`config.mk`:
```
export PLATFORM = sky130hd
export DESIGN_NAME = pong_session_ctrl
export DESIGN_NICKNAME = d
export VERILOG_FILES = /design/src/rtl/pong_pkg.sv /design/src/rtl/paddle_decoder.sv /design/src/rtl/pong_session_ctrl.sv
export SDC_FILE = /design/constraint.sdc
export NUM_CORES = 1
export LEC_CHECK = 0
export BUFFER_PORTS_ARGS = -buffer_cell sky130_fd_sc_hd__buf_4
export CORE_ASPECT_RATIO = 0.6
export CORE_MARGIN = 10
export CORE_UTILIZATION = 55
export DETAILED_ROUTE_END_ITERATION = 8
export PLACE_DENSITY = 0.84
export SETUP_SLACK_MARGIN = 0.2
export SKIP_LAST_GASP = 1
export SLEW_MARGIN = 25
export SYNTH_ARGS = -nofsm -noshare
export SYNTH_HDL_FRONTEND = slang
export SYNTH_HIERARCHICAL = 1
export SYNTH_SLANG_ARGS = --single-unit
export TNS_END_PERCENT = 100
```
`constraint.sdc`:
```
create_clock -name clk -period 8.3 [get_ports clk]
set_clock_uncertainty 0.15 [all_clocks]
set_input_delay 0.415 -clock clk [delete_from_list [all_inputs] [get_ports clk]]
set_output_delay 0.415 -clock clk [all_outputs]
set_load 0.005 [all_outputs]
```
`src/rtl/pong_pkg.sv`:
```
// Shared state encoding and paddle command codes for the Pong session controller.
package pong_pkg;

  typedef enum logic [2:0] {
    S_IDLE,
    S_START,
    S_PLAY,
    S_RESULT,
    S_GAP,
    S_END
  } state_t;

  localparam logic [1:0] PADDLE_UP   = 2'b10;
  localparam logic [1:0] PADDLE_DOWN = 2'b01;
  localparam logic [1:0] PADDLE_HOLD = 2'b00;

  function automatic int max_int(input int a, input int b);
    return (a > b) ? a : b;
  endfunction

endpackage

```
`src/rtl/paddle_decoder.sv`:
```
// Windowed up/down spike counter that turns spike-count differences into a
// registered paddle command, held for the whole following window.
module paddle_decoder
  import pong_pkg::*;
#(
  parameter int WINDOW_CYCLES = 1000,
  parameter int MARGIN        = 2,
  parameter int CNT_W         = 8
) (
  input  logic       clk,
  input  logic       reset_n,
  input  logic       enable,
  input  logic       spike_up,
  input  logic       spike_down,
  output logic [1:0] paddle_control
);

  localparam int               WIN_W    = $clog2(WINDOW_CYCLES);
  localparam logic [WIN_W-1:0] WIN_LAST = WIN_W'(WINDOW_CYCLES - 1);
  localparam logic [CNT_W-1:0] CNT_MAX  = '1;

  logic [WIN_W-1:0] win_cnt;
  logic [CNT_W-1:0] up_cnt;
  logic [CNT_W-1:0] down_cnt;
  logic [CNT_W-1:0] up_next;
  logic [CNT_W-1:0] down_next;
  logic [1:0]       paddle_r;
  logic [1:0]       decision;

  // NOTE: every always_comb output gets a default first, so no path can infer a latch.
  always_comb begin
    up_next   = (spike_up && up_cnt != CNT_MAX) ? up_cnt + CNT_W'(1) : up_cnt;
    down_next = (spike_down && down_cnt != CNT_MAX) ? down_cnt + CNT_W'(1) : down_cnt;
    decision  = PADDLE_HOLD;
    if (int'(up_next) >= int'(down_next) + MARGIN) begin
      decision = PADDLE_UP;
    end else if (int'(down_next) >= int'(up_next) + MARGIN) begin
      decision = PADDLE_DOWN;
    end
  end

  // NOTE: state is updated with non-blocking assignments only, so every register
  // samples pre-edge values regardless of statement order.
  always_ff @(posedge clk or negedge reset_n) begin
    if (!reset_n) begin
      win_cnt  <= '0;
      up_cnt   <= '0;
      down_cnt <= '0;
      paddle_r <= PADDLE_HOLD;
    end else if (!enable) begin
      win_cnt  <= '0;
      up_cnt   <= '0;
      down_cnt <= '0;
      paddle_r <= PADDLE_HOLD;
    end else if (win_cnt == WIN_LAST) begin
      win_cnt  <= '0;
      up_cnt   <= '0;
      down_cnt <= '0;
      paddle_r <= decision;
    end else begin
      win_cnt  <= win_cnt + WIN_W'(1);
      up_cnt   <= up_next;
      down_cnt <= down_next;
    end
  end

  // Mask the held command the instant PLAY is left rather than one cycle later.
  assign paddle_control = enable ? paddle_r : PADDLE_HOLD;

endmodule

```
`src/rtl/pong_session_ctrl.sv`:
```
// Host-side session controller for the Game handshake: start/play/result/gap rounds,
// then end. Optional feedback pulses are built when PONG_FEEDBACK_EN is defined.
module pong_session_ctrl
  import pong_pkg::*;
#(
  parameter int NUM_ROUNDS    = 8,
  parameter int WINDOW_CYCLES = 1000,
  parameter int MARGIN        = 2,
  parameter int CNT_W         = 8,
  parameter int GAP_CYCLES    = 16,
  parameter int FB_CYCLES     = 4
) (
  input  logic       clk,
  input  logic       reset_n,
  input  logic       session_start,
  input  logic       session_abort,
  input  logic       spike_up,
  input  logic       spike_down,
  output logic       game_start_valid,
  input  logic       game_start_ready,
  output logic       game_end_valid,
  input  logic       game_end_ready,
  output logic [1:0] paddle_control,
  input  logic       result_en,
  input  logic       game_result,
  output logic       session_busy,
  output logic       session_done,
  output logic [7:0] win_count,
  output logic [7:0] loss_count,
  output logic       stim_win,
  output logic       stim_loss
);

`ifdef PONG_FEEDBACK_EN
  localparam bit FB_EN = 1'b1;
`else
  localparam bit FB_EN = 1'b0;
`endif

  localparam int               GAP_LEN  = max_int(GAP_CYCLES, FB_EN ? FB_CYCLES : 0);
  localparam int               GAP_W    = $clog2(GAP_LEN + 1);
  localparam logic [GAP_W-1:0] GAP_LAST = GAP_W'(GAP_LEN - 1);
  localparam logic [7:0]       ROUNDS   = 8'(NUM_ROUNDS);

  state_t           state;
  logic [GAP_W-1:0] gap_cnt;
  logic [7:0]       round_cnt;
  logic             seen_low;
  logic             abort_pending;
  logic             start_hs;
  logic             end_hs;
  logic             accept;
  logic             play;

  assign start_hs = (state == S_START) && game_start_valid && game_start_ready;
  assign end_hs   = (state == S_END) && game_end_valid && game_end_ready;
  // seen_low guards against the Game still holding the previous round's result level.
  assign accept   = (state == S_PLAY) && seen_low && result_en && !session_abort;
  assign play     = (state == S_PLAY);

  always_ff @(posedge clk or negedge reset_n) begin
    if (!reset_n) begin
      state            <= S_IDLE;
      game_start_valid <= 1'b0;
      game_end_valid   <= 1'b0;
      session_busy     <= 1'b0;
      session_done     <= 1'b0;
      win_count        <= '0;
      loss_count       <= '0;
      round_cnt        <= '0;
      gap_cnt          <= '0;
      seen_low         <= 1'b0;
      abort_pending    <= 1'b0;
    end else begin
      session_done <= 1'b0;
      case (state)
        S_IDLE: begin
          if (session_start) begin
            state            <= S_START;
            game_start_valid <= 1'b1;
            session_busy     <= 1'b1;
            win_count        <= '0;
            loss_count       <= '0;
            round_cnt        <= '0;
            abort_pending    <= 1'b0;
          end
        end
        S_START: begin
          if (session_abort) abort_pending <= 1'b1;
          // An abort may not withdraw a pending start request; it is honoured after it.
          if (start_hs) begin
            game_start_valid <= 1'b0;
            abort_pending    <= 1'b0;
            if (abort_pending || session_abort) begin
              state          <= S_END;
              game_end_valid <= 1'b1;
            end else begin
              state    <= S_PLAY;
              seen_low <= 1'b0;
            end
          end
        end
        S_PLAY: begin
          if (session_abort) begin
            state          <= S_END;
            game_end_valid <= 1'b1;
          end else if (accept) begin
            state     <= S_RESULT;
            round_cnt <= round_cnt + 8'd1;
            if (game_result) begin
              win_count <= (win_count == 8'hFF) ? win_count : win_count + 8'd1;
            end else begin
              loss_count <= (loss_count == 8'hFF) ? loss_count : loss_count + 8'd1;
            end
          end else if (!result_en) begin
            seen_low <= 1'b1;
          end
        end
        S_RESULT: begin
          if (session_abort) begin
            state          <= S_END;
            game_end_valid <= 1'b1;
          end else begin
            state   <= S_GAP;
            gap_cnt <= '0;
          end
        end
        S_GAP: begin
          if (session_abort) begin
            state          <= S_END;
            game_end_valid <= 1'b1;
          end else if (gap_cnt == GAP_LAST) begin
            if (round_cnt < ROUNDS) begin
              state            <= S_START;
              game_start_valid <= 1'b1;
            end else begin
              state          <= S_END;
              game_end_valid <= 1'b1;
            end
          end else begin
            gap_cnt <= gap_cnt + GAP_W'(1);
          end
        end
        S_END: begin
          if (end_hs) begin
            state          <= S_IDLE;
            game_end_valid <= 1'b0;
            session_busy   <= 1'b0;
            session_done   <= 1'b1;
          end
        end
        default: state <= S_IDLE;
      endcase
    end
  end

`ifdef PONG_FEEDBACK_EN
  localparam int FB_W = $clog2(FB_CYCLES + 1);

  logic [FB_W-1:0] fb_cnt;

  always_ff @(posedge clk or negedge reset_n) begin
    if (!reset_n) begin
      fb_cnt    <= '0;
      stim_win  <= 1'b0;
      stim_loss <= 1'b0;
    end else if (accept) begin
      fb_cnt    <= FB_W'(FB_CYCLES - 1);
      stim_win  <= game_result;
      stim_loss <= !game_result;
    end else if (fb_cnt != '0) begin
      fb_cnt <= fb_cnt - FB_W'(1);
    end else begin
      stim_win  <= 1'b0;
      stim_loss <= 1'b0;
    end
  end
`else
  assign stim_win  = 1'b0;
  assign stim_loss = 1'b0;
`endif

  paddle_decoder #(
    .WINDOW_CYCLES(WINDOW_CYCLES),
    .MARGIN       (MARGIN),
    .CNT_W        (CNT_W)
  ) u_paddle_decoder (
    .clk           (clk),
    .reset_n       (reset_n),
    .enable        (play),
    .spike_up      (spike_up),
    .spike_down    (spike_down),
    .paddle_control(paddle_control)
  );

endmodule

```
# Word level (Yosys, flattened, before mapping)
# Index checks and enable logic that the tools add are counted.
# totals
register_bits,66
latch_bits,0
ramBits,0
rom_bits,0
input_bits,10
out_inout_bits,24
wordCells,160
n_memories,0
# classes
addsub,9
mul,0
n_div,0
magnitude_cmp,3
n_eq_ne,35
shifts,0
muxes,68
n_bitwise,0
reduce_logical,30
# op_table
operator,count
$mux 8,17
$ge 9x32->1,2
$pmux 8 s2,3
$add 8x1->8 const B,5
$ne 2x2->1 const B,18
$mux 3,9
$reduce_and 6->1,4
$mux 1,23
$mux 10,2
$add 8x2->9 const B,2
$pmux 3 s6,1
$eq 8x8->1 const B,2
$ne 8x8->1 const B,2
$mux 5,3
$ne 3x3->1 const B,4
$add 10x1->10 const B,1
$eq 10x10->1 const B,1
$pmux 5 s2,1
$reduce_bool 2->1,5
$logic_and 1x1->1,9
$lt 8x4->1 const B,1
$mux 2,4
$reduce_and 4->1,2
$reduce_and 7->1,1
other kinds (17),23

# Longest topological paths before layout
# logic_depth
ltp_word,9
ltp_mapped,15
ltp_nobuf,15

# Modules after synthesis
# The synthesis kept the hierarchy.
# modules_own_cells
mod,instances,cells_each,area_each_um2,seq_area_each_um2
pong_session_ctrl,1,244,2280.9,950.9
paddle_decoder,1,243,2139.6,700.7

# Worst setup path after synthesis
# OpenSTA, ideal clock, no wires.
# synth_timing
path_kind,reg2reg
start,reg u_paddle_decoder.down_cnt[0]
end,reg u_paddle_decoder.paddle_r[1]
setup_time_ns,0.121
arrival_ns,2.986
t_required_ns,8.029
slack_ns,5.043
stages_incl_launch_ff,15
n_path_buf,0
period_less_slack_ns,3.257
path_cell_list,dfrtp_1 > ha_1 > nand3_1 > o21ai_1 > or3_4 > a221oi_4 > nand2_1 > xnor2_1 > ha_1 > and3_1 > nand2_1 > nor2_1 > a221oi_1 > nand4_1 > a22o_1
# synth_via
elab_chain_cells,8
word_cells_on_any_way,9
classes_between,add/sub (2); order compare (1); eq/ne (1); mux (4); reduce/logical (1)
# synth_lines
element,line,rtl
"start, declared",paddle_decoder.sv:24,logic [CNT_W-1:0] down_cnt;
"start signal, assigned",paddle_decoder.sv:63,down_cnt <= down_next;
"parallel branches: the longest is 2 deep, another holds $add 8x1->8",-,
$mux 8 *,paddle_decoder.sv:33,down_next = (spike_down && down_cnt != CNT_MAX) ? down_cnt + CNT_W'(1) : down_cnt;
$add 8x2->9 *,paddle_decoder.sv:35,if (int'(up_next) >= int'(down_next) + MARGIN) begin
$ge 9x32->1 *,paddle_decoder.sv:35,
$mux 2 *,paddle_decoder.sv:35,
$mux 2 *,paddle_decoder.sv:55,end else if (win_cnt == WIN_LAST) begin
$mux 2 *,paddle_decoder.sv:50,end else if (!enable) begin
"end signal, assigned",paddle_decoder.sv:59,paddle_r <= decision;
"end, declared",paddle_decoder.sv:27,logic [1:0] paddle_r;
# Every way passes the cells marked *. The select of a mux whose other input is x is not followed.
# A chain may end at the register's enable or synchronous reset.

# Worst setup path after layout
# Ends and elaborated chain as after synthesis.

==> flow_summary.ini <==
[outcome]
status = finished, final reports clean

[sta]
relSlewSlack_pct = 42.8
tightest_slew_ps = 858
finalMaxSlewViolations = 0
setup_viol_count_final = 0
rsz0062_at_grt = no
hold_viol_final = 0
fin_crit_sh_pct = 44.2
setup_tns_ps = 0
period_needed_ps = 3670
fmaxAchievable_mhz = 273

[pwr]
p_per_area_nw_per_um2 = 207
p_sw_share_pct = 30.5
seqPwrFrac_pct = 39.2
combPwrFrac_pct = 19.5
leakage_nw = 2.25
clkPwrFrac_pct = 41.4
p_sw_mw = 0.318
ir_drop_mv = 0.113
power_mw = 1.04
p_int_mw = 0.724

[critical_path]
r2r_setup_slack_ps = 4630
reg2reg_from = u_paddle_decoder/down_cnt[0]
worstSetupStartpointType = flop
crit_type = reg2reg
regToRegEndpoint = u_paddle_decoder/paddle_r[1]
slowest_delay_ps = 420
cp.required_ps = 8370
crit_chain = ha_1 > nand3_1 > o21ai_1 > or3_4 > a221oi_4 > nand2_1 > xnor2_1 > ha_1 > and3_1 > nand2_1 > nor2_1 > a221oi_1 > nand4_1 > a22o_1
critical_path.max_fanout = 7
ff2ff_path_depth = 14
end_kind = flop
critical_path.slowest_cell = dfrtp_1
arrival_ps = 3740

[die]
core-area_um2 = 7850
fp.dieH_um = 89.4
die-area_um2 = 12100
rows = 25
ios = 34
die_w_um = 136
start_util_pct = 56.3

[synth]
synth_common_cells = 66 x dfrtp_1, 39 x nor2_1, 38 x nand2_1
synth_area_um2 = 4420
synth_seq_cells = 66
ys_warn_count = 6
synthFlopType = dfrtp_1
synth_top_area_share_pct = 37.4
synth_cells = 487
synth.area.top_cells = dfrtp_1 37%, ha_1 6.2%, xnor2_1 3.6%, nand3_1 3.5%, nor2_1 3.3%
ys_async_sr_fraction_pct = 100
synth_edf_count = 0
avgSynthCellArea_um2 = 9.08
synthMostInstantiatedCell = dfrtp_1
post-synth-top-area-cell = dfrtp_1
ys_seq_area_share_pct = 37.4
ys_types = 80

[global_routing]
grt_overflow = 0
antenna_found_initial = 0
grt_pass1_wl_mm = 18.2
grt_use_total_pct = 18.8
grt_pass1_vias = 3605
grt_max_degree = 67

[cts]
hold_buffers = 0
clock_path_buffers = 2
cts_root_buffer = clkbuf_16
cts_tree = yes
cts_setup_buffers = 0
cts_buffers = 9
clkLatencyLatePin_ps = 340
cts_resized = 0
htree_num_levels = 3
clk_pin_slew_worst_paths_ps = 60
cts.sinks = 66

[drt]
drt_iter0_drc = 362
routed_wl_mm = 11.0
vias = 3903
dr.pass1.iters = 5
remaining_drc_errors = 0
postRouteAntennaNets = 0
viasPerCell = 6.23
wire_per_inst_um = 17.5

[cells_and_area]
nFillCells = 616
area_delta_synth_final_pct = 13.7
antennaDiodeCount = 0
drive_gt1_share_pct = 14.7
final_area_um2 = 5030
nets = 545

[placed_design]
gp_congestion = 0.915
hpwl_mm = 7.77
io_buffers = 31
place_area_um2 = 4690

[min_path]
hold_path_class = in2async

[flow_run]
drv_cap = 0
==> metrics by stage <==
stage | cells | utilization (%) | hold WS (ps) | worst slack [ps]
final | 626 | 64.0 | 20.2 | 4630
after global routing | 626 | 64.0 | 111 | 4320
after CTS | 626 | 64.0 | 70.6 | 4670
after detailed placement | 610 | 59.7 | 344 | 4690
after global placement | 610 | 59.7 | 326 | 4850
after floorplan | 488 | - | -30.6 | 5040
==> critical path: cells and delay by family, from the launching register on <==
family	cells	cell delay, ps
fa+ha+maj	2	610
xor+xnor	1	150
simple gates	7	1220
compound gates	4	1010
flops	1	420
==> flip-flops by register name, summed over array words and instances (netlist names) <==
register / cells
u_paddle_decoder/paddle_r: 2
state: 3
abort_pending: 1
u_paddle_decoder/win_cnt: 10
round_cnt: 8
session_done: 1
session_busy: 1
u_paddle_decoder/up_cnt: 8
game_end_valid: 1
gap_cnt: 5
win_count: 8
loss_count: 8
u_paddle_decoder/down_cnt: 8
seen_low: 1
game_start_valid: 1
==> power groups by stage <==
stage | registers, mW | logic, mW | clock network, mW
final | 0.408 | 0.203 | 0.431
after global routing | 0.414 | 0.224 | 0.454
after CTS | 0.406 | 0.202 | 0.439
after detailed placement | 0.411 | 0.196 | 0
after global placement | 0.408 | 0.190 | 0
after floorplan | 0.378 | 0.173 | 0
==> cell type report <==
cell class              instances  area, um2  share of cell area, %
flip-flops and latches         66       1650                   32.9
repair buffers                 31        233                   4.63
multi-input cells             382       2580                   51.4
inverters                      23       86.3                   1.72
well taps                     108        135                   2.69
clock buffers                  12        267                   5.30
clock inverters                 4       72.6                   1.44
==> per-layer routing <==
layer  up-vias  wire [um]  GRT usage, %
met4         0        167          6.32
met5         -          0             0
li1       1844          -             -
met2       143       4870          27.9
met3        14        811          5.78
met1      1902       5130          25.3
==> kinds of logic (layout without fill, tap and decap cells) <==
logic type | after synthesis | in the layout | synth area share [%]
simple gates | 214 | 214 | 27.7
compound gates | 111 | 111 | 17.5
flops | 66 | 66 | 37.4
buf+inv | 40 | 70 | 4.30
xor+xnor | 26 | 26 | 5.15
fa+ha+maj | 23 | 23 | 6.45
mux | 6 | 6 | 1.42
other cells | 1 | 2 | 0.0848
==> how the worst max path moves through the flow <==
| stage | start | end | cells past startpoint |
|---|---|---|---|
| finish | u_paddle_decoder/down_cnt[0] | u_paddle_decoder/paddle_r[1] | 14 |
| floorplan | u_paddle_decoder/down_cnt[0] | u_paddle_decoder/paddle_r[1] | 14 |
| CTS | u_paddle_decoder/down_cnt[0] | u_paddle_decoder/paddle_r[1] | 14 |
| detailed placement | u_paddle_decoder/down_cnt[0] | u_paddle_decoder/paddle_r[1] | 14 |
| global route | u_paddle_decoder/down_cnt[0] | u_paddle_decoder/paddle_r[0] | 14 |
| global placement | u_paddle_decoder/down_cnt[0] | u_paddle_decoder/paddle_r[1] | 14 |
==> cell usage in the layout, fill, tap and decap left out, types with 4 or more instances in the layout <==
cell type	count
and2_2	5
or4_1	6
xnor2_1	18
nor3b_1	4
nand4_1	9
nor3_1	16
o21ai_0	24
nand2_1	38
o21ai_1	4
xor2_1	8
nand3_1	31
mux2i_1	4
a31oi_1	6
o31ai_1	5
o211ai_1	4
a21o_1	6
clkbuf_16	9
o2bb2ai_1	4
dfrtp_1	66
and4_1	5
ha_1	22
buf_4	31
nor4_1	4
nor2_1	39
inv_1	21
and2_1	6
and3_1	13
a21oi_1	20
nor2b_1	8
Power figures use the tool's default switching activity.
